$ cat config.mk
export PLATFORM = sky130hd
export DESIGN_NAME = fetch_addr_gen
export DESIGN_NICKNAME = d
export VERILOG_FILES = /design/src/rtl/fetch_addr_gen.sv
export SDC_FILE = /design/constraint.sdc
export NUM_CORES = 1
export LEC_CHECK = 0
export ABC_AREA = 1
export CAP_MARGIN = 10
export CORE_UTILIZATION = 31
export CTS_BUF_LIST = sky130_fd_sc_hd__clkbuf_16
export CTS_CLUSTER_DIAMETER = 100
export CTS_CLUSTER_SIZE = 16
export DETAILED_ROUTE_END_ITERATION = 8
export PLACE_DENSITY_LB_ADDON = 0.1
export REMOVE_ABC_BUFFERS = 1
export SLEW_MARGIN = 15
export SYNTH_ARGS = -nofsm -noshare
export SYNTH_HDL_FRONTEND = slang
export SYNTH_SLANG_ARGS = --single-unit
export TNS_END_PERCENT = 50
$ cat constraint.sdc
create_clock -name clk -period 9.7 [get_ports clk]
set_clock_uncertainty 0.15 [all_clocks]
set_input_delay 1.455 -clock clk [delete_from_list [all_inputs] [get_ports clk]]
set_output_delay 1.455 -clock clk [all_outputs]
set_load 0.03 [all_outputs]
$ cat src/rtl/fetch_addr_gen.sv
// Instruction fetch and next-PC address generator for a multicycle CPU.
// Fetches one word at a time over a req/ack port and registers PC+4, branch and jump targets.
module fetch_addr_gen #(
  parameter logic [31:0] RESET_PC = 32'h0000_0000,
  parameter int          TIMEOUT  = 16
) (
  input  logic        clk,
  input  logic        reset,
  input  logic [31:0] pc,
  input  logic        pc_load,
  output logic        mem_req,
  output logic [31:0] mem_addr,
  input  logic        mem_ack,
  input  logic [31:0] mem_rdata,
  output logic [31:0] instr,
  output logic        instr_valid,
  input  logic        instr_ack,
  output logic [31:0] pc4,
  output logic [31:0] branch_addr,
  output logic [31:0] jump_addr,
  output logic        busy,
  output logic        fetch_err
);

  localparam int CW = $clog2(TIMEOUT + 1);
  localparam logic [CW-1:0] CNT_LAST = CW'(TIMEOUT - 1);

  typedef enum logic [1:0] {IDLE, REQ, CALC, VALID} state_t;

  state_t        state;
  logic [31:0]   pc_q;
  logic [31:0]   ir;
  logic [CW-1:0] cnt;

  logic [31:0] pc4_n;
  logic [31:0] br_off;
  logic        take;
  logic        aligned;

  assign pc4_n   = pc_q + 32'd4;
  assign br_off  = {{14{ir[15]}}, ir[15:0], 2'b00};
  // a new PC is accepted only when idle, or when control retires the held instruction
  assign take    = pc_load && ((state == IDLE) || ((state == VALID) && instr_ack));
  assign aligned = (pc[1:0] == 2'b00);

  assign mem_addr = pc_q;
  assign instr    = ir;
  assign busy     = (state == REQ) || (state == CALC);

  always_ff @(posedge clk or posedge reset) begin
    if (reset) begin
      state       <= IDLE;
      pc_q        <= RESET_PC;
      ir          <= '0;
      cnt         <= '0;
      mem_req     <= 1'b0;
      instr_valid <= 1'b0;
      pc4         <= RESET_PC + 32'd4;
      branch_addr <= '0;
      jump_addr   <= '0;
      fetch_err   <= 1'b0;
    end else begin
      fetch_err <= 1'b0;
      case (state)
        IDLE: ;
        REQ: begin
          if (mem_ack) begin
            ir      <= mem_rdata;
            mem_req <= 1'b0;
            state   <= CALC;
          end else if (cnt == CNT_LAST) begin
            mem_req   <= 1'b0;
            fetch_err <= 1'b1;
            state     <= IDLE;
          end else begin
            cnt <= cnt + CW'(1);
          end
        end
        CALC: begin
          pc4         <= pc4_n;
          branch_addr <= pc4_n + br_off;
          jump_addr   <= {pc4_n[31:28], ir[25:0], 2'b00};
          instr_valid <= 1'b1;
          state       <= VALID;
        end
        VALID: begin
          if (instr_ack) begin
            instr_valid <= 1'b0;
            state       <= IDLE;
          end
        end
        default: state <= IDLE;
      endcase
      // placed after the case so a back-to-back fetch from VALID overrides the IDLE return
      if (take) begin
        if (aligned) begin
          pc_q    <= pc;
          cnt     <= '0;
          mem_req <= 1'b1;
          state   <= REQ;
        end else begin
          fetch_err <= 1'b1;
        end
      end
    end
  end

endmodule

# --- Word level (Yosys, flattened, before mapping) ---
# Index checks and enable logic that the tools add are counted.
totals:
  mem_count: 0
  rom_bits: 0
  ram_bits: 0
  inputBits: 69
  wordCells: 51
  out_inout_bits: 164
  latchBits: 0
  regBits: 168
classes:
  order_cmp: 0
  div_mod_pow: 0
  reduce_logical: 10
  addsub: 3
  shifts: 0
  eq_ne: 5
  muxes: 23
  n_bitwise: 0
  multipliers: 0
op_table:
  columns: ["op", "count"]
  rows:
  - ["adder 32 x 3 -> 32 bit, second input constant", 1]
  - ["adder 32 bit", 1]
  - ["two-way mux 5 bit", 5]
  - ["two-way mux 1 bit", 11]
  - ["two-way mux 2 bit", 5]
  - ["one-hot mux 2 bit (3 select lines)", 1]
  - ["AND reduction 2 bit", 3]
  - ["adder 5 x 1 -> 5 bit, second input constant", 1]
  - ["== test 5 x 4 -> 1 bit, second input constant", 1]
  - ["== test 2 bit, second input constant", 2]
  - ["zero test 2 bit", 2]
  - ["== test 2 x 1 -> 1 bit, second input constant", 1]
  - ["logical AND 1 bit", 2]
  - ["logical OR 1 bit", 2]
  - ["!= test 2 bit, second input constant", 1]
  - ["one-hot mux 1 bit (2 select lines)", 1]
  - ["nonzero test 2 bit", 1]

# --- Longest topological paths before layout ---
# Gate-level depths: netlist of the first run.
depth:
  ltp_word: 6
  ltp_mapped: 22
  mapped_depth_nobuf: 22

# --- Worst setup path before layout of the first run ---
# Ideal clock, no wire load.
synth_path:
  path_kind: "flip-flop to flip-flop"
  from: "register pc_q[3], in the netlist mem_addr[3]"
  to: "register branch_addr[28]"
  setup_ps: 118
  period_less_slack_ps: 2952
  path_stages_with_launch: 19
  arrival_ps: 2684
  setup_slack_ps: 6748
  path_cell_list: "dfrtp_1 > ha_1 > nand2_1 > nor2_4 > nand2_1 > nor2_2 > nand3_1 > xor2_1 > inv_1 > ha_1 > nand2_1 > nor2_1 > inv_1 > o21ai_0 > a21oi_1 > nand2_1 > nand2_1 > nand3_1 > nand2_1"
synth_via:
  elab_chain_len: 2
synth_rtl:
  columns: ["item", "line_no", "source"]
  rows:
  - ["from (decl)", "31", "logic [31:0] pc_q;"]
  - ["from (signal assigned)", "97", "pc_q <= pc;"]
  - ["adder 32 x 3 -> 32 bit", "40", "assign pc4_n = pc_q + 32'd4;"]
  - ["via pc4_n[16]", "35", "logic [31:0] pc4_n;"]
  - ["adder 32 bit", "81", "branch_addr <= pc4_n + br_off;"]
  - ["to (signal assigned)", "81", null]
  - ["to (decl)", "19", "output logic [31:0] branch_addr,"]
# The timed path passes the listed nets, and every way through them passes these cells.
# A chain may end at the register's enable or synchronous reset.

# --- Worst setup path after layout of the first run ---
layout_path:
  from: "register ir[15], in the netlist instr[15]"
  to: "output instr[15]"
layout_rtl:
  columns: ["item", "line_no", "source"]
  rows:
  - ["from (decl)", "32", "logic [31:0] ir;"]
  - ["from (signal assigned)", "68", "ir <= mem_rdata;"]
  - ["to (decl)", "15", "output logic [31:0] instr,"]
# No word-level cell between the ends.

==> results of run 1 <==
worst min path at each step:
stage	startpoint	to	slack (ns)	cells after the start
2_1_floorplan	cnt[0]$_DFF_PP0_	cnt[0]$_DFF_PP0_	0.31	1
3_3_place_gp	jump_addr[11]$_DFFE_PP0P_	jump_addr[11]$_DFFE_PP0P_	0.30	2
3_5_place_dp	jump_addr[11]$_DFFE_PP0P_	jump_addr[11]$_DFFE_PP0P_	0.31	2
4_1_cts	jump_addr[16]$_DFFE_PP0P_	jump_addr[16]$_DFFE_PP0P_	0.33	2
5_1_grt	jump_addr[16]$_DFFE_PP0P_	jump_addr[16]$_DFFE_PP0P_	0.33	2
6_report	jump_addr[16]$_DFFE_PP0P_	jump_addr[16]$_DFFE_PP0P_	0.32	2
cell usage in the layout (no fill, tap or decap), types with 3 or more instances in the layout:
master	instances
nor2_4	5
xor2_1	25
nor3_2	5
nor2_2	3
and2_1	4
nand2_2	8
nand4_1	11
clkbuf_16	17
nor3_1	5
o21ai_1	4
nand2_1	454
o21bai_1	7
mux2_2	31
dfrtp_1	161
nor2_1	70
inv_6	5
buf_4	3
clkinv_8	6
inv_1	113
clkdlybuf4s50_1	230
xnor2_1	9
a31oi_1	5
a21oi_1	34
nand3b_1	5
nand3_1	51
o21ai_0	45
ha_1	38
sequential cells by signal, summed over array words and instances (netlist names):
| signal | cells |
|---|---|
| jump_addr | 26 |
| state | 2 |
| branch_addr | 30 |
| instr | 32 |
| mem_req | 1 |
| pc4 | 32 |
| cnt | 5 |
| mem_addr | 32 |
| instr_valid | 1 |
| fetch_err | 1 |
power by group through the flow:
| stage | combinational (mW) | clock [mW] | sequential, mW |
|---|---|---|---|
| after floorplan | 1.48 | 0 | 1.85 |
| after global placement | 3.22 | 0 | 1.30 |
| after detailed placement | 3.23 | 0 | 1.31 |
| after CTS | 3.24 | 0.727 | 1.30 |
| after global routing | 3.53 | 0.748 | 1.35 |
| final | 3.21 | 0.701 | 1.29 |
through the flow:
step,total power [mW],hold slack (ns),utilization [%]
finish,5.195,0.3196,42.74
global route,5.628,0.3297,42.74
CTS,5.266,0.3257,42.74
detailed placement,4.535,0.3074,40.62
global placement,4.522,0.3029,40.62
floorplan,3.335,0.3149,-
synthesized netlist by cell type (2+ instances only):
master      n  area [µm²]
a21o_1      2       15.01
a21oi_1    34       170.2
a31oi_1     5       31.28
and2_1      4       25.02
buf_1       2       7.510
buf_2       5       25.02
buf_4      11       82.58
clkbuf_1   22       82.58
dfrtp_1   161        4029
ha_1       39       488.0
inv_1     115       431.7
mux2_2     31       349.1
nand2_1   455        1708
nand2_2     7       43.79
nand3_1    51       255.2
nand3b_1    5       37.54
nand4_1    11       68.82
nor2_1     70       262.8
nor2_2      3       18.77
nor2_4      5       56.30
nor3_1      5       25.02
nor3_2      5       50.05
o21ai_0    45       225.2
o21ai_1     4       20.02
o21bai_1    7       52.55
o31ai_1     2       15.01
or2_2       2       12.51
xnor2_1     9       78.83
xor2_1     25       219.0
cells by family after synthesis:
kind of cell	after synthesis	synth area share [%]
and+or+nand+nor	628	29.00
DFF	162	44.93
buffers and inverters	156	7.014
AOI/OAI and AO/OA	103	6.224
adders and majority gates	40	5.628
xor gates and xnor gates	34	3.299
muxes	31	3.867
other	1	0.04155
cell type report:
type,count,area [µm²]
multi-input combinational,838,4357
clock buffer,17,425.4
sequential,162,4055
inverter,116,441.7
clock inverter,15,183.9
timing repair buffer,233,2325
tap,384,480.5
fill,2967,16430
layer usage:
| layer | GRT usage [%] | wire length [µm] | vias up |
|---|---|---|---|
| li1 | - | - | 4072 |
| met1 | 25.37 | 12970 | 3663 |
| met2 | 28.23 | 11720 | 174 |
| met3 | 3.914 | 1213 | 23 |
| met4 | 5.283 | 365 | 2 |
| met5 | 0 | 15 | - |
==> run_results.csv, run 1 <==
group,metric,value,unit
timing,grt_setup_unrepaired,"no",
synth,yosysWarnings,0,
clock_network,cts.clk_slew.worst_paths,0.08,ns
critical_path,crit_family,"flip-flops",
power_and_ir_drop,switchingPower,2.622,mW
die,num_io_pins,233,
placement,dpl.hpwl,19.36,mm
critical_path,slowest_delay,0.82,ns
synth,ys_seq_area_share,44.93,%
critical_path,rr_startpoint,"mem_addr[3]$_DFFE_PP0P_",
grt,grt_pass1_wl,42.50,mm
timing,slew_headroom,26.98,%
clock_network,clk_path_buf_depth,2,
layout,drive_above_1_share,7.096,%
power_and_ir_drop,combPwrFrac,61.7,%
timing,hold_viol,0,
layout,fin_cells,1765,
power_and_ir_drop,netSwitchingFraction,50.48,%
power_and_ir_drop,p_leak,6.020,nW
die,die_area,29800,µm²
layout,antenna_cells,0,
placement,gp_congestion,0.8413,
clock_network,cts_buffers,17,
detailed_routing,antenna_left,0,
detailed_routing,via_count,7934,
timing,max_clock_freq,272.2,MHz
critical_path,critPathKind,"reg -> out",
die,row_count,62,
clock_network,clockRootBuffer,"clkbuf_16",
critical_path,cp.arrival,2.07,ns
critical_path,start_kind,"flop",
clock_network,worst_skew_pair.late_latency,0.44,ns
detailed_routing,drt-total-wl,26.28,mm
die,die_h,172.6,µm
detailed_routing,routedWlPerCell,14.89,µm
critical_path,cp_num_cells,1,
power_and_ir_drop,peakVddDrop,0.0001476,V
timing,drv_slew,0,
timing,finalCritPeriodShare,37.88,%
placement,dpl_worst_slack,5.760,ns
synth,synth_cell_types,42,
clock_network,ctsResizeCount,0,
grt,overflow,0,
detailed_routing,viasPerCell,4.495,
clock_network,cts_tree,"yes",
placement,portBuffers,230,
detailed_routing,drt-initial-drc-count,422,
clock_network,hold_buffers,0,
grt,grt_max_degree,105,
die,core_area,28700,µm²
timing,min_period,3.674,ns
die,start_util,31.45,%
critical_path,reg2reg_depth,18,
critical_path,cp_cell_sequence,"clkdlybuf4s50_1",
grt,grt_pass1_vias,7776,
layout,fin_nets,1477,
detailed_routing,drcViolationCount,0,
placement,placed_area,11660,µm²
power_and_ir_drop,seqPwrFrac,24.8,%
worst_hold_path,min_path_type,"reg -> reg",
grt,antenna_found_initial,1,
critical_path,worstPathRequired,8.10,ns
clock_network,post-cts-setup-buffer-count,0,
critical_path,r2r_end,"branch_addr[28]$_DFFE_PP0P_",
placement,dpl.cell_count,1733,
power_and_ir_drop,p_int,2.573,mW
synth,syn_area_per_cell,7.815,µm²
synth,async_flop_share,100.0,%
critical_path,worst-r2r-setup-slack,6.24,ns
grt,track_usage,18.19,%
layout,syn2layout_area_growth,35.92,%
die,die_w,172.6,µm
critical_path,slowest_stage,"dfrtp_1",
synth,synth-seq-cells,162,
timing,fin_ws,6.026,ns
synth,syn_area,9026,µm²
synth,synth_edf_count,0,
timing,worstMarginPinSlew,1.095,ns
synth,synthFlopType,"dfrtp_1",
power_and_ir_drop,pwr-share-clk,13.5,%
critical_path,cp-startpoint,"instr[15]$_DFFE_PP0P_",
synth,synth_cells,1155,
power_and_ir_drop,pwr_density_cell,423.5,nW/µm²
detailed_routing,dr.pass1.iters,5,
job,cap_violations,0,
timing,setup_tns,0,ns
critical_path,cp.buffers_inverters,1,
clock_network,ctsHtreeMaxLevel,4,
timing,setup_violations,0,
critical_path,crit_path_end,"instr[15]",
run_status,status,"complete, no violations",
critical_path,worstPathMaxFanout,17,
critical_path,crit_path_end_kind,"primary output",
layout,stdcell_area,12270,µm²
clock_network,cts.sinks,162,
No activity file was read; power rests on OpenSTA's default activity.
==> run 2: changes to the inputs <==
clock period = 3.75 ns   (was 9.7 ns; I/O delays follow)
==> run_results.csv, run 2 (synthesized netlist as in run 1, its figures left out) <==
group,metric,value,unit
timing,finalCritPeriodShare,88.82,%
grt,overflow,0,
timing,setup_tns,0,ns
clock_network,cts.sinks,162,
timing,worstMarginPinSlew,0.9572,ns
power_and_ir_drop,p_leak,6.063,nW
grt,grt_pass1_wl,43.73,mm
timing,hold_viol,0,
detailed_routing,dr.pass1.iters,5,
clock_network,ctsResizeCount,0,
detailed_routing,via_count,8002,
power_and_ir_drop,peakVddDrop,0.0003970,V
timing,min_period,3.331,ns
grt,grt_pass1_vias,7853,
placement,dpl.hpwl,20.50,mm
critical_path,reg2reg_depth,17,
timing,drv_slew,0,
clock_network,clk_path_buf_depth,2,
timing,setup_violations,0,
timing,fin_ws,0.4194,ns
layout,antenna_cells,0,
layout,drive_above_1_share,7.359,%
layout,layout_commonest_cell,"nand2_1",
timing,slew_headroom,35.96,%
layout,fin_nets,1482,
grt,grt_max_degree,76,
job,cap_violations,0,
grt,antenna_found_initial,1,
detailed_routing,antenna_left,0,
clock_network,cts.clk_slew.worst_paths,0.08,ns
detailed_routing,viasPerCell,4.521,
die,num_io_pins,233,
clock_network,hold_buffers,0,
detailed_routing,drt-total-wl,27.21,mm
layout,fillers,2989,
critical_path,critPathKind,"reg -> reg",
timing,hold_ws,0.3234,ns
layout,syn2layout_area_growth,36.68,%
critical_path,rr_startpoint,"mem_addr[3]$_DFFE_PP0P_",
die,core_area,28700,µm²
layout,layout_common_cells,"nand2_1 (454), clkdlybuf4s50_1 (230), dfrtp_1 (161)",
critical_path,slowest_stage,"dfrtp_1",
die,start_util,31.45,%
critical_path,crit_path_end_kind,"flop",
detailed_routing,drcViolationCount,0,
layout,stdcell_area,12340,µm²
timing,grt_setup_unrepaired,"no",
critical_path,cp_cell_sequence,"ha_1 -> nand2_1 -> nor2_4 -> nand2_1 -> nor2_2 -> nand3_1 -> xor2_1 -> inv_1 -> ha_1 -> nand2_1 -> inv_1 -> a21oi_1 -> o21ai_0 -> a21oi_1 -> nand3_1 -> nand3_1 -> nand2_1",
worst_hold_path,worstHoldPathCells,2,
worst_hold_path,min_path_type,"reg -> reg",
worst_hold_path,hp-start,"branch_addr[3]$_DFFE_PP0P_",
critical_path,worstPathMaxFanout,5,
critical_path,slowest_delay,0.43,ns
timing,max_clock_freq,300.2,MHz
power_and_ir_drop,p_total,13.59,mW
clock_network,worst_skew_pair.late_latency,0.44,ns
placement,dpl.cell_count,1738,
power_and_ir_drop,pwr_density_cell,1101,nW/µm²
clock_network,clockRootBuffer,"clkbuf_16",
die,die_w,172.6,µm
die,row_count,62,
critical_path,cp-startpoint,"mem_addr[3]$_DFFE_PP0P_",
clock_network,cts_tree,"yes",
placement,dpl_worst_slack,0.4098,ns
clock_network,ctsHtreeMaxLevel,4,
critical_path,path_common_cell,"nand2_1",
run_status,status,"complete, no violations",
layout,fin_cells,1770,
die,die_h,172.6,µm
layout,final_util,42.98,%
critical_path,cp.arrival,3.50,ns
die,die_area,29800,µm²
clock_network,post-cts-setup-buffer-count,0,
placement,portBuffers,230,
detailed_routing,routedWlPerCell,15.37,µm
detailed_routing,drt-initial-drc-count,381,
placement,placed_area,11720,µm²
placement,gp_congestion,0.8716,
critical_path,start_kind,"flop",
critical_path,worstPathRequired,3.92,ns
grt,track_usage,18.70,%
clock_network,cts_buffers,17,
## run 2: cell types whose count changed in the layout (fill, tap and decap cells not counted), sizes merged
cell	delta
buf	+5
clkinvlp	-1
bufinv	+1
## run 2: critical path: cells and delay by family (launching register included)
family,cells,cell delay (ns)
fa+ha+maj,2,0.48
compound gates,3,0.65
xor+xnor,1,0.22
buf+inv,2,0.19
flops,1,0.43
simple gates,9,1.08
## run 2: final timing paths
path	to	slack, ns
min	branch_addr[3]$_DFFE_PP0P_	0.32
max	branch_addr[29]$_DFFE_PP0P_	0.42
max in group asynchronous	branch_addr[28]$_DFFE_PP0P_	2.22
min reg2reg	branch_addr[3]$_DFFE_PP0P_	0.32
max reg2reg	branch_addr[29]$_DFFE_PP0P_	0.42
min in group asynchronous	instr[28]$_DFFE_PP0P_	0.41
## run 2: area by class of cell
class	count	area (µm²)	area share, %
multi-input cells	838	4357	35.31
flip-flops and latches	162	4055	32.87
repair buffers	238	2387	19.35
well taps	384	480.5	3.895
inverters	116	441.7	3.580
clock buffers	17	425.4	3.448
clock inverters	15	190.2	1.542
## run 2: power by group
part / switching [mW] / leakage (nW) / internal [mW]
Sequential: 0.738 / 1.99 / 2.58
Combinational: 5.23 / 3.77 / 3.19
Clock: 0.885 / 0.300 / 0.964
Total: 6.86 / 6.06 / 6.73
## run 2: layer usage
layer	track usage [%]	share of wire [%]	vias to the layer above
met5	0	0.059	-
met4	4.650	1.2	2
met3	4.420	5.5	21
met2	29.12	45	193
met1	26.04	48	3717
li1	-	-	4069
==> run 3: changes to the inputs <==
SLEW_MARGIN = unset   (was 15)
==> results of run 3 <==
Final layout, timing and power as in run 2 (identical DEF).
